<file path="config.mk">
export PLATFORM = sky130hd
export DESIGN_NAME = bambu_mem_model_nch_flat
export DESIGN_NICKNAME = d
export VERILOG_FILES = /design/src/rtl/bambu_mem_model_nch_pkg.sv /design/src/rtl/bambu_mem_model_nch_if.sv /design/src/rtl/bambu_mem_model_nch_chan_fsm.sv /design/src/rtl/bambu_mem_model_nch.sv /design/src/flat_wrapper.sv
export SDC_FILE = /design/constraint.sdc
export NUM_CORES = 1
export LEC_CHECK = 0
export CAP_MARGIN = 0
export CORE_AREA = 3 3 103 105
export DETAILED_ROUTE_END_ITERATION = 12
export DIE_AREA = 0 0 106 108
export PLACE_DENSITY_LB_ADDON = 0.15
export SLEW_MARGIN = 5
export SYNTH_ARGS = -nofsm -noshare
export SYNTH_HDL_FRONTEND = slang
export SYNTH_HIERARCHICAL = 1
export SYNTH_SLANG_ARGS = --single-unit
</file>
<file path="constraint.sdc">
create_clock -name clock -period 4.6 [get_ports clock]
set_input_delay 0.69 -clock clock [delete_from_list [all_inputs] [get_ports clock]]
set_output_delay 0.69 -clock clock [all_outputs]
set_load 0.005 [all_outputs]
</file>
<file path="src/rtl/bambu_mem_model_nch_pkg.sv">
// Shared types and constants for the multi-channel Bambu memory responder.
package bambu_mem_model_pkg;

  typedef enum logic [1:0] {IDLE, BUSY, DONE} chan_state_e;

  // Galois LFSR, x^16+x^14+x^13+x^11+1, right-shifting form.
  localparam logic [15:0] LFSR_SEED = 16'hACE1;
  localparam logic [15:0] LFSR_TAPS = 16'hB400;

  // Counter wide enough for the larger latency plus up to three jitter cycles.
  function automatic int lat_cnt_w(input int rd_lat, input int wr_lat);
    int m;
    m = (rd_lat > wr_lat) ? rd_lat : wr_lat;
    return $clog2(m + 4);
  endfunction

endpackage

</file>
<file path="src/rtl/bambu_mem_model_nch_if.sv">
// Master-side memory bus of the Bambu main core, one packed slice per channel.
interface bambu_mem_model_nch_if #(
  parameter int NUM_CH = 2,
  parameter int ADDR_W = 11,
  parameter int DATA_W = 8,
  parameter int SIZE_W = 4
);
  logic [NUM_CH-1:0]        Mout_oe_ram;
  logic [NUM_CH-1:0]        Mout_we_ram;
  logic [NUM_CH*ADDR_W-1:0] Mout_addr_ram;
  logic [NUM_CH*DATA_W-1:0] Mout_Wdata_ram;
  logic [NUM_CH*SIZE_W-1:0] Mout_data_ram_size;
  logic [NUM_CH*DATA_W-1:0] M_Rdata_ram;
  logic [NUM_CH-1:0]        M_DataRdy;

  modport master (
    output Mout_oe_ram, Mout_we_ram, Mout_addr_ram, Mout_Wdata_ram, Mout_data_ram_size,
    input  M_Rdata_ram, M_DataRdy
  );

  modport slave (
    input  Mout_oe_ram, Mout_we_ram, Mout_addr_ram, Mout_Wdata_ram, Mout_data_ram_size,
    output M_Rdata_ram, M_DataRdy
  );
endinterface

</file>
<file path="src/rtl/bambu_mem_model_nch_chan_fsm.sv">
// Per-channel request acceptance, latency countdown, DataRdy pulse and
// sticky error flags. Optional MEM_MODEL_JITTER_EN adds 0-3 random cycles.
module bambu_mem_chan_fsm
  import bambu_mem_model_pkg::*;
#(
  parameter int READ_LAT  = 2,
  parameter int WRITE_LAT = 1,
  parameter int CNT_W     = lat_cnt_w(READ_LAT, WRITE_LAT)
) (
  input  logic clock,
  input  logic reset,
  input  logic oe,
  input  logic we,
  input  logic in_win,
  output logic accept_rd,
  output logic accept_wr,
  output logic data_rdy,
  output logic err_conflict,
  output logic err_oow
);

  chan_state_e      state_q, state_nx;
  logic [CNT_W-1:0] cnt_q, cnt_nx, lat_tot, jit;
  logic             idle_req, accept, legacy_wr, conflict, oow;

  // Requests only count while idle and out of reset.
  assign idle_req  = reset && (state_q == IDLE);
  assign conflict  = idle_req && oe && we;
  assign accept    = idle_req && (oe ^ we) && in_win;
  assign oow       = idle_req && (oe ^ we) && !in_win;
  assign accept_rd = accept && oe;
  assign accept_wr = accept && we;
  assign legacy_wr = (WRITE_LAT == 0) && accept_wr;

`ifdef MEM_MODEL_JITTER_EN
  logic [15:0] lfsr_q;

  // LFSR advances once per accepted request; its LSBs stretch that request.
  always_ff @(posedge clock) begin
    if (!reset) lfsr_q <= LFSR_SEED;
    else if (accept) lfsr_q <= {1'b0, lfsr_q[15:1]} ^ (lfsr_q[0] ? LFSR_TAPS : 16'h0);
  end

  assign jit = CNT_W'(lfsr_q[1:0]);
`else
  assign jit = '0;
`endif

  assign lat_tot  = (oe ? CNT_W'(READ_LAT) : CNT_W'(WRITE_LAT)) + jit;
  assign data_rdy = (state_q == DONE) || legacy_wr;

  // State and counter registers.
  always_ff @(posedge clock) begin
    if (!reset) begin
      state_q <= IDLE;
      cnt_q   <= '0;
    end else begin
      state_q <= state_nx;
      cnt_q   <= cnt_nx;
    end
  end

  // Next state: DONE lands exactly LAT cycles after the accepting cycle.
  always_comb begin
    state_nx = state_q;
    cnt_nx   = cnt_q;
    case (state_q)
      IDLE: begin
        if (accept && !legacy_wr) begin
          if (lat_tot == CNT_W'(1)) begin
            state_nx = DONE;
          end else begin
            state_nx = BUSY;
            cnt_nx   = lat_tot - CNT_W'(2);
          end
        end
      end
      BUSY: begin
        if (cnt_q == '0) state_nx = DONE;
        else cnt_nx = cnt_q - CNT_W'(1);
      end
      DONE:    state_nx = IDLE;
      default: state_nx = IDLE;
    endcase
  end

  // Sticky protocol-error flags, cleared only by reset.
  always_ff @(posedge clock) begin
    if (!reset) begin
      err_conflict <= 1'b0;
      err_oow      <= 1'b0;
    end else begin
      if (conflict) err_conflict <= 1'b1;
      if (oow) err_oow <= 1'b1;
    end
  end

endmodule

</file>
<file path="src/rtl/bambu_mem_model_nch.sv">
// Multi-channel off-chip memory responder for Bambu main cores: byte array
// mapped at base_addr, size-masked writes, per-channel latency engines.
// Define MEM_MODEL_JITTER_EN to add LFSR latency jitter in each channel.
module bambu_mem_model_nch
  import bambu_mem_model_pkg::*;
#(
  parameter int NUM_CH    = 2,
  parameter int ADDR_W    = 11,
  parameter int DATA_W    = 8,
  parameter int SIZE_W    = 4,
  parameter int MEM_BYTES = 1,
  parameter int READ_LAT  = 2,
  parameter int WRITE_LAT = 1
) (
  input  logic                clock,
  input  logic                reset,
  input  logic [ADDR_W-1:0]   base_addr,
  bambu_mem_model_nch_if.slave bus,
  input  logic                init_we,
  input  logic [ADDR_W-1:0]   init_addr,
  input  logic [7:0]          init_data,
  output logic [NUM_CH-1:0]   err_conflict,
  output logic [NUM_CH-1:0]   err_oow
);

  localparam int NB     = DATA_W / 8;
  localparam int MIDX_W = (MEM_BYTES > 1) ? $clog2(MEM_BYTES) : 1;
  localparam int CNT_W  = lat_cnt_w(READ_LAT, WRITE_LAT);
  localparam logic [ADDR_W:0] WIN_LEN = (ADDR_W+1)'(MEM_BYTES);

  logic [7:0]               mem [MEM_BYTES];
  logic [NUM_CH-1:0]        in_win, acc_rd, acc_wr, data_rdy;
  logic [ADDR_W:0]          addr_ext [NUM_CH];
  logic [ADDR_W:0]          off [NUM_CH];
  logic [DATA_W-1:0]        mask [NUM_CH];
  logic [ADDR_W:0]          byte_idx [NUM_CH][NB];
  logic                     byte_ok [NUM_CH][NB];
  logic [7:0]               wr_byte [NUM_CH][NB];
  logic [DATA_W-1:0]        rd_word_p0 [NUM_CH];
  logic [NUM_CH*DATA_W-1:0] rdata_p1;

  // Bits below the access size are written; size >= DATA_W gives all ones.
  function automatic logic [DATA_W-1:0] size_mask(input logic [SIZE_W-1:0] sz);
    logic [DATA_W-1:0] m;
    for (int k = 0; k < DATA_W; k++) m[k] = (k < int'(sz));
    return m;
  endfunction

  // Window decode, byte footprint, read gather and write merge for every channel.
  always_comb begin
    for (int i = 0; i < NUM_CH; i++) begin
      addr_ext[i]   = {1'b0, bus.Mout_addr_ram[i*ADDR_W +: ADDR_W]};
      in_win[i]     = (addr_ext[i] >= {1'b0, base_addr}) &&
                      (addr_ext[i] < ({1'b0, base_addr} + WIN_LEN));
      off[i]        = addr_ext[i] - {1'b0, base_addr};
      mask[i]       = size_mask(bus.Mout_data_ram_size[i*SIZE_W +: SIZE_W]);
      rd_word_p0[i] = '0;
      for (int b = 0; b < NB; b++) begin
        byte_idx[i][b] = off[i] + (ADDR_W+1)'(b);
        byte_ok[i][b]  = byte_idx[i][b] < WIN_LEN;
        rd_word_p0[i][8*b +: 8] = byte_ok[i][b] ? mem[byte_idx[i][b][MIDX_W-1:0]] : 8'h00;
        wr_byte[i][b] = (bus.Mout_Wdata_ram[i*DATA_W + 8*b +: 8] & mask[i][8*b +: 8]) |
                        (rd_word_p0[i][8*b +: 8] & ~mask[i][8*b +: 8]);
      end
    end
  end

  for (genvar i = 0; i < NUM_CH; i++) begin : g_ch
    bambu_mem_chan_fsm #(
      .READ_LAT  (READ_LAT),
      .WRITE_LAT (WRITE_LAT),
      .CNT_W     (CNT_W)
    ) u_fsm (
      .clock        (clock),
      .reset        (reset),
      .oe           (bus.Mout_oe_ram[i]),
      .we           (bus.Mout_we_ram[i]),
      .in_win       (in_win[i]),
      .accept_rd    (acc_rd[i]),
      .accept_wr    (acc_wr[i]),
      .data_rdy     (data_rdy[i]),
      .err_conflict (err_conflict[i]),
      .err_oow      (err_oow[i])
    );
  end

  // Array update: backdoor first, then channels in index order so the
  // highest channel wins a shared byte and any channel beats the backdoor.
  always_ff @(posedge clock) begin
    if (init_we && ({1'b0, init_addr} < WIN_LEN)) mem[init_addr[MIDX_W-1:0]] <= init_data;
    for (int i = 0; i < NUM_CH; i++) begin
      for (int b = 0; b < NB; b++) begin
        if (acc_wr[i] && byte_ok[i][b]) mem[byte_idx[i][b][MIDX_W-1:0]] <= wr_byte[i][b];
      end
    end
  end

  // Read data is captured when the request is accepted and held until the next read.
  always_ff @(posedge clock) begin
    if (!reset) begin
      rdata_p1 <= '0;
    end else begin
      for (int i = 0; i < NUM_CH; i++) begin
        if (acc_rd[i]) rdata_p1[i*DATA_W +: DATA_W] <= rd_word_p0[i];
      end
    end
  end

  assign bus.M_Rdata_ram = rdata_p1;
  assign bus.M_DataRdy   = data_rdy;

endmodule

</file>
<file path="src/flat_wrapper.sv">
// flat-port wrapper written by rule: the top's interface ports become plain ports
module bambu_mem_model_nch_flat import bambu_mem_model_pkg::*;
#(
  parameter int NUM_CH    = 2,
  parameter int ADDR_W    = 11,
  parameter int DATA_W    = 8,
  parameter int SIZE_W    = 4,
  parameter int MEM_BYTES = 1,
  parameter int READ_LAT  = 2,
  parameter int WRITE_LAT = 1
)
  (clock, reset, base_addr, init_we, init_addr, init_data, err_conflict, err_oow, bus_Mout_oe_ram, bus_Mout_we_ram, bus_Mout_addr_ram, bus_Mout_Wdata_ram, bus_Mout_data_ram_size, bus_M_Rdata_ram, bus_M_DataRdy);
  bambu_mem_model_nch_if #(.NUM_CH(NUM_CH), .ADDR_W(ADDR_W), .DATA_W(DATA_W), .SIZE_W(SIZE_W)) bus_i ();
  input  logic clock;
  input  logic reset;
  input  logic [ADDR_W-1:0] base_addr;
  input  logic init_we;
  input  logic [ADDR_W-1:0] init_addr;
  input  logic [7:0] init_data;
  output logic [NUM_CH-1:0] err_conflict;
  output logic [NUM_CH-1:0] err_oow;
  input wire logic [$bits(bus_i.Mout_oe_ram)-1:0] bus_Mout_oe_ram;
  input wire logic [$bits(bus_i.Mout_we_ram)-1:0] bus_Mout_we_ram;
  input wire logic [$bits(bus_i.Mout_addr_ram)-1:0] bus_Mout_addr_ram;
  input wire logic [$bits(bus_i.Mout_Wdata_ram)-1:0] bus_Mout_Wdata_ram;
  input wire logic [$bits(bus_i.Mout_data_ram_size)-1:0] bus_Mout_data_ram_size;
  output wire logic [$bits(bus_i.M_Rdata_ram)-1:0] bus_M_Rdata_ram;
  output wire logic [$bits(bus_i.M_DataRdy)-1:0] bus_M_DataRdy;
  assign bus_i.Mout_oe_ram = bus_Mout_oe_ram;
  assign bus_i.Mout_we_ram = bus_Mout_we_ram;
  assign bus_i.Mout_addr_ram = bus_Mout_addr_ram;
  assign bus_i.Mout_Wdata_ram = bus_Mout_Wdata_ram;
  assign bus_i.Mout_data_ram_size = bus_Mout_data_ram_size;
  assign bus_M_Rdata_ram = bus_i.M_Rdata_ram;
  assign bus_M_DataRdy = bus_i.M_DataRdy;
  bambu_mem_model_nch #(.NUM_CH(NUM_CH), .ADDR_W(ADDR_W), .DATA_W(DATA_W), .SIZE_W(SIZE_W), .MEM_BYTES(MEM_BYTES), .READ_LAT(READ_LAT), .WRITE_LAT(WRITE_LAT)) u_core (.clock(clock), .reset(reset), .base_addr(base_addr), .bus(bus_i), .init_we(init_we), .init_addr(init_addr), .init_data(init_data), .err_conflict(err_conflict), .err_oow(err_oow));
endmodule
</file>
### Yosys cells after proc, flatten, opt, wreduce, memory -nomap -nowiden

Memory sizes are Yosys's and may differ from the RTL's.
Cells that the tools add are included.
Widths: inputs -> output; s select.

* output and inout bits: 22
* flip-flop bits (word level): 30
* memories kept: 1
* word-level logic and storage cells: 124
* bits in writable memories: 8
* input bits: 83

Memory list
* u_core.mem: words 1, bits a word 8, rd ports 2, clocked after Yosys merged registers in 0, wr ports 3, line bambu_mem_model_nch.sv:31 `logic [7:0] mem [MEM_BYTES];`

* $lt $le $gt $ge: 23
* bitwise operators: 10
* add/subtract/negate cells: 7
* mux-type cells: 26
* reductions and logical operators: 33
* equal/unequal tests: 14

Operator list (count)
* $and 8x8->8: 4
* $lt 3x4->1 const A: 8
* $lt 11x12->1: 2
* $lt 12x1->1 const B: 2
* $sub 11x11->12: 2
* $ge 11x11->1: 2
* $logic_and 1x1->1: 21
* $mux 3: 6
* $lt 1x4->1 const A: 4
* $lt 2x4->1 const A: 4
* $mux 2: 8
* $mux 8: 2
* $ne 2x2->1 const B: 8
* $not 8->8: 2
* $or 8x8->8: 2
* $add 11x1->12 const B: 1
* $pmux 3 s2: 2
* $lt 11x1->1 const B: 1
* $eq 2x1->1 const B: 4
* $pmux 2 s2: 2
* $reduce_and 4->1: 2
* $logic_not 3->1: 2
* $mux 1: 6
* $sub 2x2->3 const B: 2
* other kinds (7): 14

### Depth between registers and ports, before layout

* word-level depth: 8
* mapped depth: 17
* gate-level depth less buffers: 16

### Modules after synthesis

The synthesis kept the hierarchy.

By module, submodules not included
* bambu_mem_model_nch: area an instance 3133.0 um^2, cells an instance 352, instances 1, seq. area each 560.5 um^2
* bambu_mem_chan_fsm: area an instance 385.4 um^2, cells an instance 43, instances 2, seq. area each 140.1 um^2

### Least setup slack after synthesis

Ideal clock, no wire load.

* path kind: input to register
* start point: input base_addr[3]
* end point: memory u_core.mem[0][0], enable pin
* stages on the path: 15
* data arrival time: 3.596 ns
* data required time: 4.224 ns
* path buffers: 0
* setup slack: 0.628 ns
* library setup time: 0.376 ns
* cells stage by stage: inv_1 -> nor3_1 -> and3_1 -> and3_1 -> and3_1 -> xnor2_1 -> ha_1 -> o2111ai_1 -> a21oi_1 -> a2111oi_0 -> o22a_1 -> nand2_1 -> and4bb_2 -> inv_1 -> o211ai_1

RTL lines
* start, declared: line flat_wrapper.sv:16 `input logic [ADDR_W-1:0] base_addr;`
* end, declared: line bambu_mem_model_nch.sv:31

==> impl_metrics.csv <==
group,metric,value,unit
final_layout,nets,691,
floorplanning,start_util,0.401,
synthesis,ys_async_sr_fraction,0,
worst_setup_path,critPathArrivalTime,4.30,ns
clocking,cts_buffers,5,
floorplanning,dieWidth,106,um
synthesis,seq_area_frac_synth,0.215,
final_layout,final_common_cell,"clkdlybuf4s50_1",
synthesis,ys_ff_latch,38,
power_and_ir_drop,p_sw,0.291,mW
clocking,worstSkewPairLatency,0.29,ns
worst_setup_path,end_kind,"flop",
synthesis,syn_nets,572,
floorplanning,num_rows,36,
clocking,ctsLongestPathBuffers,2,
routing,drc_errors,0,
synthesis,ys_types,65,
placement,place_ws,0.00731,ns
floorplanning,io_pins,105,
worst_setup_path,cp_max_fo,4,
clocking,cts_setup_buffers,0,
routing,ant_nets,0,
sta,period_minus_slack,4.26,ns
floorplanning,design.core.area,9730,um^2
clocking,htree_levels,2,
worst_setup_path,path_class,"in2reg",
synthesis,yosys_most_used_dff,"dfxtp_1",
min_path,hp-class,"reg2reg",
flow_run,drv_cap,0,
power_and_ir_drop,power-per-cell-area,177,nW/um^2
floorplanning,die_area,11400,um^2
clocking,hold_buffers,0,
sta,hold_viol,0,
power_and_ir_drop,clkPwrFrac,0.242,
final_layout,fin_util,0.541,
power_and_ir_drop,p_int,0.638,mW
final_layout,antennaDiodeCount,0,
placement,dp_hpwl,9.10,mm
power_and_ir_drop,totalPowerFinal,0.930,mW
global_route,overflow,0,
global_route,track_usage,0.181,
worst_setup_path,start_kind,"input pin",
final_layout,area_growth,34.8,%
power_and_ir_drop,power_switching_share,0.313,
min_path,holdCritStartpoint,"u_core/g_ch[0].u_fsm/err_oow$_SDFFE_PN0P_",
worst_setup_path,rrSetupSlack,2.86,ns
final_layout,n_fill_cell,947,
routing,via_per_inst,5.27,
final_layout,stdcell_area,5260,um^2
min_path,hold_path_depth,1,
worst_setup_path,reg2reg_from,"u_core/g_ch[1].u_fsm/state_q[0]$_SDFFE_PN0P_",
sta,rsz0062_at_grt,"no",
synthesis,syn_inst,438,
routing,wl_per_cell,15.4,um
sta,fmax,235,MHz
global_route,grt_pass1_vias,3558,
clocking,cts.sink_count,38,
sta,slew_headroom,0.542,
synthesis,netlist_area,3900,um^2
placement,portBuffers,104,
sta,finalMaxSlewViolations,0,
min_path,min_to,"u_core/g_ch[0].u_fsm/err_oow$_SDFFE_PN0P_",
global_route,grt_max_degree,17,
clocking,tritoncts,"yes",
placement,routabilityCongestion,0.880,
sta,tns,0,ns
worst_setup_path,critPathRequiredTime,4.64,ns
floorplanning,die_y,108,um
power_and_ir_drop,leakagePower,2.09,nW
routing,vias,3645,
worst_setup_path,reg2regPathDepth,5,
global_route,grt_first_pass_wirelength,17.0,mm
power_and_ir_drop,seq_power_share,0.373,
synthesis,synth.avg_cell_area,8.91,um^2
sta,fin_ws,0.337,ns
final_layout,final_cell_mix,"104 x clkdlybuf4s50_1, 49 x ha_1, 30 x dfxtp_1",
sta,setup_viol,0,
synthesis,synth_edf_count,8,
sta,finalCritPeriodShare,0.927,
worst_setup_path,worstReg2RegEnd,"u_core/bus.M_Rdata_ram[8]$_SDFFE_PN0P_",
power_and_ir_drop,irDropWorstVdd,0.000108,V
power_and_ir_drop,pwr-share-comb,0.385,
placement,place_area,5170,um^2
sta,tightestPinTransition,0.686,ns
global_route,antenna_found_initial,0,
routing,drt-initial-drc-count,131,
final_layout,drive_gt1_frac,0.113,
outcome,status,"completed",
sta,finClkSkew,0.00452,ns
synthesis,ys_warn_count,6,
routing,firstDrtPassIters,4,
routing,wl,10.7,mm
clocking,cts-root-buf,"clkbuf_8",
clocking,cts.clk_slew.worst_paths,0.08,ns
==> cell type report <==
class / count / area (um^2) / share of cell area
tap: 133 / 166 / 0.0316
multi-input combinational: 365 / 2910 / 0.554
clock buffer: 5 / 68.8 / 0.0131
clock inverter: 3 / 16.3 / 0.00309
timing repair buffer: 118 / 1150 / 0.218
sequential: 38 / 841 / 0.160
inverter: 29 / 109 / 0.0207
==> sequential cells by signal, summed over array words and instances, names as in the netlist <==
name                            cells
u_core/g_ch.u_fsm/cnt_q             6
u_core/mem                          8
u_core/g_ch.u_fsm/state_q           4
u_core/g_ch.u_fsm/err_conflict      2
u_core/bus.M_Rdata_ram             16
u_core/g_ch.u_fsm/err_oow           2
==> cells in the mapped netlist (12+ instances only) <==
cell type,n,area (um^2)
nor2b_1,12,75.1
o21a_1,14,105
ha_1,49,613
a21oi_1,19,95.1
nand3_1,15,75.1
xnor2_1,12,105
dfxtp_1,30,601
nor2_1,25,93.8
mux2i_1,29,290
inv_1,29,109
nand2b_1,15,93.8
o21ai_0,25,125
==> worst max-delay path: stages <==
cell and delay [ns]:
clkdlybuf4s50_1 0.49, inv_1 0.06, nor3_1 0.28, and3_1 0.24, and3_1 0.18, and3_1 0.20
xnor2_1 0.15, ha_1 0.29, o2111ai_1 0.10, a21oi_1 0.07, a2111oi_1 0.28, o21a_1 0.22
nand2_1 0.09, and4bb_2 0.32, nand3_1 0.18, buf_4 0.22, mux2i_1 0.15, mux2i_1 0.08
==> per-stage QoR <==
stage	hold slack, ns	cells
6_report	0.473	691
2_1_floorplan	0.456	438
4_1_cts	0.478	691
3_3_place_gp	0.455	683
3_5_place_dp	0.454	683
5_1_grt	0.496	691
==> power groups by stage <==
| stage | logic (mW) | clock network (mW) | registers [mW] |
|---|---|---|---|
| finish | 0.358 | 0.225 | 0.347 |
| global route | 0.397 | 0.243 | 0.347 |
| detailed placement | 0.355 | 0 | 0.354 |
| global placement | 0.348 | 0 | 0.354 |
| floorplan | 0.206 | 0 | 0.354 |
| CTS | 0.357 | 0.235 | 0.347 |
==> layer usage <==
layer | up-vias | wire (um) | GRT usage
li1 | 1880 | - | -
met3 | 4 | 296 | 0.0209
met4 | 0 | 72 | 0.0287
met2 | 65 | 5430 | 0.334
met5 | - | 0 | 0
met1 | 1696 | 4860 | 0.231
==> logic make-up after synthesis <==
logic type	Yosys count	synth area share
and+or+nand+nor	133	0.210
AOI/OAI and AO/OA	123	0.224
adders and majority gates	51	0.167
muxes	38	0.100
DFF	38	0.215
buffers and inverters	35	0.0385
xor gates and xnor gates	20	0.0449
==> worst max-delay path by stage <==
stage,start,slack [ns],end
global route,base_addr[2],0.007,u_core/mem[0][3]$_DFFE_PP_
detailed placement,base_addr[2],0.007,u_core/mem[0][1]$_DFFE_PP_
floorplan,base_addr[3],0.63,u_core/mem[0][0]$_DFFE_PP_
finish,base_addr[2],0.34,u_core/mem[0][3]$_DFFE_PP_
global placement,base_addr[2],0.13,u_core/mem[0][3]$_DFFE_PP_
CTS,base_addr[2],0.30,u_core/mem[0][3]$_DFFE_PP_
==> repair_timing <==
| item | 4_1_cts | 5_1_grt |
|---|---|---|
| hold endpoints to repair | 0 | 0 |
| gates resized for setup | 0 | 1 |
| endpoints found under the setup margin | 0 | 4 |
(Power assumes the default switching activity.)
